File: src/rtl/pc_branch_unit_pkg.sv
// Shared constants for the program-counter / branch stage of the 16-bit core.
package pc_branch_unit_pkg;

  localparam int unsigned WIDTH = 16;
  localparam logic [WIDTH-1:0] RESET_PC = 16'h0000;

  typedef enum logic [1:0] {
    BR_EQ = 2'b00,
    BR_NE = 2'b01,
    BR_LT = 2'b10,
    BR_GE = 2'b11
  } br_type_e;

endpackage : pc_branch_unit_pkg

File: src/rtl/pc_branch_unit_branch_cond_eval.sv
// Combinational branch-condition evaluation from the ALU flags of a subtract.
module branch_cond_eval
  import pc_branch_unit_pkg::*;
(
  input  logic [1:0] BranchType,
  input  logic       alu_zero,
  input  logic       alu_neg,
  output logic       cond_true
);

  always_comb begin
    cond_true = 1'b0;
    unique case (br_type_e'(BranchType))
      BR_EQ:   cond_true = alu_zero;
      BR_NE:   cond_true = !alu_zero;
      BR_LT:   cond_true = alu_neg;
      BR_GE:   cond_true = !alu_neg;
      default: cond_true = 1'b0;
    endcase
  end

endmodule : branch_cond_eval

File: src/rtl/pc_branch_unit.sv
// PC stage: holds PC, OldPC and the branch target, resolves conditional
// branches and flags misaligned PC loads.
module pc_branch_unit #(
  parameter int unsigned      WIDTH    = pc_branch_unit_pkg::WIDTH,
  parameter logic [WIDTH-1:0] RESET_PC = WIDTH'(pc_branch_unit_pkg::RESET_PC)
) (
  input  logic             CLK,
  input  logic             Reset,
  input  logic             PCWrite,
  input  logic             PCSrc,
  input  logic             Branch,
  input  logic [1:0]       BranchType,
  input  logic             IRWrite,
  input  logic [WIDTH-1:0] alu_result,
  input  logic             alu_zero,
  input  logic             alu_neg,
  output logic [WIDTH-1:0] pc,
  output logic [WIDTH-1:0] old_pc,
  output logic [WIDTH-1:0] branch_target,
  output logic             branch_taken,
  output logic             misalign_err,
  output logic [WIDTH-1:0] instr_count
);

  logic             cond_true;
  logic             pc_load_c;
  logic             taken_c;
  logic [WIDTH-1:0] pc_next_c;

  branch_cond_eval u_cond (
    .BranchType (BranchType),
    .alu_zero   (alu_zero),
    .alu_neg    (alu_neg),
    .cond_true  (cond_true)
  );

  // PC source select; a not-taken conditional branch performs no load at all
  always_comb begin
    pc_load_c = 1'b0;
    taken_c   = 1'b0;
    pc_next_c = alu_result;
    if (PCWrite) begin
      if (PCSrc) begin
        pc_next_c = branch_target;
        if (Branch) begin
          pc_load_c = cond_true;
          taken_c   = cond_true;
        end else begin
          pc_load_c = 1'b1;
        end
      end else begin
        pc_load_c = 1'b1;
      end
    end
  end

  always_ff @(posedge CLK or posedge Reset) begin
    if (Reset) begin
      pc            <= RESET_PC;
      old_pc        <= '0;
      branch_target <= '0;
      branch_taken  <= 1'b0;
      misalign_err  <= 1'b0;
      instr_count   <= '0;
    end else begin
      branch_taken <= taken_c;
      if (pc_load_c) begin
        pc <= {pc_next_c[WIDTH-1:1], 1'b0};
        if (pc_next_c[0]) misalign_err <= 1'b1;
      end
      // old_pc samples the pre-update PC of the fetch cycle
      if (IRWrite) begin
        old_pc      <= pc;
        instr_count <= instr_count + WIDTH'(1);
      end
      if (Branch && !PCWrite) branch_target <= alu_result;
    end
  end

endmodule : pc_branch_unit

File: config.mk
export PLATFORM = sky130hd
export DESIGN_NAME = pc_branch_unit
export DESIGN_NICKNAME = d
export VERILOG_FILES = /design/src/rtl/pc_branch_unit_pkg.sv /design/src/rtl/pc_branch_unit_branch_cond_eval.sv /design/src/rtl/pc_branch_unit.sv
export SDC_FILE = /design/constraint.sdc
export NUM_CORES = 1
export LEC_CHECK = 0
export BUFFER_PORTS_ARGS = -buffer_cell sky130_fd_sc_hd__buf_2
export CORE_UTILIZATION = 50
export DETAILED_ROUTE_END_ITERATION = 10
export HOLD_SLACK_MARGIN = 0.12
export PLACE_DENSITY = 0.79
export SLEW_MARGIN = 20
export SYNTH_ARGS = -nofsm -noshare
export SYNTH_HDL_FRONTEND = slang
export SYNTH_SLANG_ARGS = --single-unit
File: constraint.sdc
create_clock -name CLK -period 4.6 [get_ports CLK]
set_clock_uncertainty 0.05 [all_clocks]
set_input_delay 0.92 -clock CLK [delete_from_list [all_inputs] [get_ports CLK]]
set_output_delay 0.92 -clock CLK [all_outputs]
set_load 0.01 [all_outputs]
### Word level (Yosys, flattened, before mapping)

Index checks and enable logic that the tools add are counted.

* add/sub/neg operators: 1
* equality and inequality tests: 3
* mux-type cells: 9
* reductions and logical operators: 6

Operators by type and width (count)
* $mux W16: 2
* $add A16 B1 Y16 const B: 1
* $mux W1: 6
* $eq A2 B2 Y1 const B: 2
* $pmux W1 S4: 1
* $logic_not A1 Y1: 3
* $eq A2 B1 Y1 const B: 1
* $logic_not A2 Y1: 1
* $reduce_and A2 Y1: 1
* $logic_and A1 B1 Y1: 1

* register bits after elaboration: 64
* bits of input ports: 26
* output and inout bits: 66
* word-level logic and storage cells: 25

### Depth between registers and ports, before layout

* word-level depth: 6
* mapped depth: 7
* gate-level depth less buffers: 5

### Hierarchy

Synthesis repeated with hierarchy kept, for this count alone.

* cell total of the unflattened synthesis: 187
* area, all modules: 2760.1 µm²

Modules (own cells, without submodules)
* pc_branch_unit: times used 1, cells each 185, area each 2741.4 µm², sequential area each 1601.5 µm²
* branch_cond_eval: times used 1, cells each 2, area each 18.8 µm², sequential area each 0.0 µm²

### Least setup slack after synthesis

No wires, ideal clock.

* path type: in2reg
* start point: input BranchType[1]
* end point: register pc[1]
* library setup time: 0.073 ns
* arrival: 2.061 ns
* required time: 4.477 ns
* setup slack: 2.415 ns
* stages on the path: 6
* buffers on the path: 2
* path through: mux2i_1 mux2_4 and2_1 buf_6 buf_6 a21oi_2

* longest elaborated chain between the ends: 5
* elaborated cells on any way between the ends: 8
* classes of those cells: eq/ne: 3; mux: 4; reduce/logical: 1

RTL lines
* start, declared: RTL line pc_branch_unit.sv:12 `input logic [1:0] BranchType,`
* $eq A2 B2 Y1 (tied with other cells): RTL line pc_branch_unit_branch_cond_eval.sv:13 `unique case (br_type_e'(BranchType))`
* $pmux W1 S4 (*): RTL line pc_branch_unit_branch_cond_eval.sv:13
* $mux W1 (*): RTL line pc_branch_unit.sv:45 `if (Branch) begin`
* $mux W1 (*): RTL line pc_branch_unit.sv:43 `if (PCSrc) begin`
* $mux W1 (*): RTL line pc_branch_unit.sv:42 `if (PCWrite) begin`
* end signal, assigned: RTL line pc_branch_unit.sv:68 `pc <= {pc_next_c[WIDTH-1:1], 1'b0};`
* end, declared: RTL line pc_branch_unit.sv:17 `output logic [WIDTH-1:0] pc,`

Mark *: on every way between the ends. The rest lies on a longest branch, timed or not.
A chain may end at the register's enable or synchronous reset.

### Worst setup path after layout

* start point: input PCSrc
* end point: register misalign_err

* longest elaborated chain between the ends: 3
* elaborated cells on any way between the ends: 5
* classes of those cells: mux: 4; reduce/logical: 1

RTL lines
* start, declared: RTL line pc_branch_unit.sv:10 `input logic PCSrc,`
* $mux W1 / $mux W16 (equally long branches): RTL line pc_branch_unit.sv:43
* $mux W1 / $mux W16 (equally long branches): RTL line pc_branch_unit.sv:42
* $reduce_and A2 Y1 (no line) (*)
* end signal, assigned: RTL line pc_branch_unit.sv:63 `misalign_err <= 1'b0;`
* end signal, assigned: RTL line pc_branch_unit.sv:69 `if (pc_next_c[0]) misalign_err <= 1'b1;`
* end, declared: RTL line pc_branch_unit.sv:21 `output logic misalign_err,`

Marks and branches as above.

==> out/results.tsv <==
metric	value	unit
CTS tree	built	
cell-internal power	0.00111	W
final hold violations	0	
Synthesis Warnings	0	
Root Driver	clkbuf_8	
Storage cell area	1600	um2
Seq/Total Area, Yosys	0.584	
core footprint	5200	um2
VDD IR-drop max	0.320	mV
pins over their slew limit	0	
ranking of synthesized cells by area	dfrtp_1 58%, mux2_2 14%, mux2i_1 5.8%	
die area	5790	um2
syn avg cell area	13.4	um2
CTS Sinks	64	
share of layout cells above drive strength 1	0.498	
combinational share of power	0.214	
cell area after synthesis	2740	um2
Clk network pwr share	0.308	
worst r2r src	instr_count[0]	
ANT cells	0	
pin count of the biggest net entering global routing	38	
Tot GR Track Use	0.204	
Net Sw Power	0.000449	W
outcome	complete, no violations	
Reg power frac	0.477	
Starting Density	0.527	
final instance area	3400	um2
Syn Inst Count	205	
Max-cap violations	0	
end of the worst register-to-register path	instr_count[10]	
H-tree depth	3	
Post-DRT Antenna Nets	0	
Slew HR	0.507	
synth-to-layout area growth	24.0	%
Worst-Margin Slew	0.740	ns
Overflow after GRT	0	
Arr. time, crit path	2.53	ns
Ports	92	
GP Congestion	0.758	
area leader, netlist	dfrtp_1	
crit path kind	primary input to register	
Buffers on Ports	89	
setup TNS	0	ns
CP Launch Type	primary input	
period utilization	0.514	
vias in the first global route	1852	
HP Class	register to register	
# rows	26	
CP Max Fanout	19	
placed cell areas	3200	um2
Die Wd	76.1	um
Synth top area share	0.584	
# DRC	0	
critical path endpoint category	register	
routed wire length	5500	um
PwrDens	457	nW/um2
clk_lat worst skew	0.33	ns
post-detail-place hpwl	3900	um
switching share of power	0.289	
DRT Pass-1 Iters	5	
endpoints failing setup	0	
CP startpoint	PCSrc	
initial antenna violation count	0	
Final nets	321	
RSZ-0062 raised after global routing	false	
worst endpoint required time	4.76	ns
Worst-path clk slew	0.07	ns
Initial DRC Count	53	
Num CTS Buffers	9	
Core Util, Final	0.653	
detailed-route via count	1878	
fillers	428	
maximum root-to-sink buffer count	2	
count of cell types in the netlist	28	
end of the critical path	misalign_err	
post-CTS setup repair buffer count	0	
chip height	76.1	um
# hold bufs at CTS	0	
Reg2Reg Setup Slack	3.07	ns
Lkg Pwr	1.65	nW
via-per-instance ratio	5.09	
r2r worst-path depth	5	
multi-input logic area	1050	um2
#FFs+latches synth	64	
post-layout min period	2.36	ns
Resized Gates After CTS	0	
first-pass GRT wire length	9100	um
routed len/inst	14.9	um
Max Fclk	423	MHz
-- worst min-delay path by stage --
stage	depth (start not counted)	endpoint	slack [ns]	from
after floorplan	1	misalign_err	0.44	misalign_err
after global placement	1	instr_count[15]	0.40	instr_count[15]
after detailed placement	1	misalign_err	0.40	misalign_err
after CTS	1	misalign_err	0.41	misalign_err
after global routing	1	instr_count[15]	0.42	instr_count[15]
final	1	instr_count[15]	0.41	instr_count[15]
-- metal layers --
layer / vias up / share of wire / global-route usage
met5: - / 0 / 0
met4: 0 / 0.012 / 0.0865
met3: 8 / 0.050 / 0.0695
met2: 55 / 0.49 / 0.323
met1: 916 / 0.45 / 0.256
li1: 899 / - / -
-- sequential cells by signal, indices dropped and copies added, names as in the netlist --
signal         count
pc                15
instr_count       16
misalign_err       1
old_pc            15
branch_taken       1
branch_target     16
-- metrics by stage --
stage	power, W	hold WS [ns]	cells	setup slack [ns]
CTS	0.00157	0.412	369	2.25
detailed placement	0.00109	0.396	353	1.90
floorplan	0.000942	0.443	206	2.03
finish	0.00155	0.408	369	2.24
global placement	0.00108	0.403	353	1.95
global route	0.00163	0.420	369	2.13
-- placed cells by master, fill, tap and decap left out, types with 3 or more instances in the layout --
cell type  instances
and3_1             4
buf_2             89
nor2_1             3
nand3_1            6
dfrtp_1           64
nand2_1            5
mux2i_1           16
a21oi_1           20
clkbuf_8          11
nand4_1            3
xor2_1             7
mux2_2            33
xnor2_1            9
a21oi_2           10
-- power by group through the flow --
stage | registers, W | logic [W] | clock network (W)
after floorplan | 0.000786 | 0.000156 | 0
after global placement | 0.000749 | 0.000329 | 0
after detailed placement | 0.000752 | 0.000336 | 0
after CTS | 0.000743 | 0.000338 | 0.000488
after global routing | 0.000756 | 0.000364 | 0.000512
final | 0.000742 | 0.000333 | 0.000479
-- Yosys cell counts --
library cell,number
clkbuf_1,1
nand3b_1,1
a21oi_2,10
ha_1,1
and3_1,4
nand2b_1,1
nor2b_1,1
dfrtp_1,64
xnor2_1,9
and2_1,1
nand4_1,3
conb_1,1
nor3_1,1
mux2_4,1
buf_1,1
nor2_1,3
a21o_1,1
nand3_1,6
buf_6,3
nand2_1,5
buf_4,2
xor2_1,7
and4_1,2
mux2i_1,16
a21oi_1,20
inv_1,1
mux2_2,33
buf_2,6
-- area by class of cell --
type	count	area share
Clock inverter	3	0.0118
Sequential cell	64	0.471
Clock buffer	13	0.0467
Tap cell	70	0.0258
Multi-Input combinational cell	128	0.310
Inverter	1	0.00110
Timing Repair Buffer	90	0.133
-- worst max-delay path, cell delays in order --
cell and delay [ns]:
buf_2 0.40, nand3_1 0.12, mux2_4 0.38, and2_1 0.43, a21o_1 0.25
-- cell families after synthesis --
| logic type | Yosys count | synth area share |
|---|---|---|
| AOI/OAI and AO/OA | 31 | 0.0712 |
| buffers and inverters | 14 | 0.0328 |
| muxes | 50 | 0.199 |
| adders and majority gates | 1 | 0.00456 |
| xor gates and xnor gates | 16 | 0.0511 |
| and+or+nand+nor | 28 | 0.0557 |
| other | 1 | 0.00137 |
| DFF | 64 | 0.584 |
Note: power is estimated with default switching activity, not from simulation.
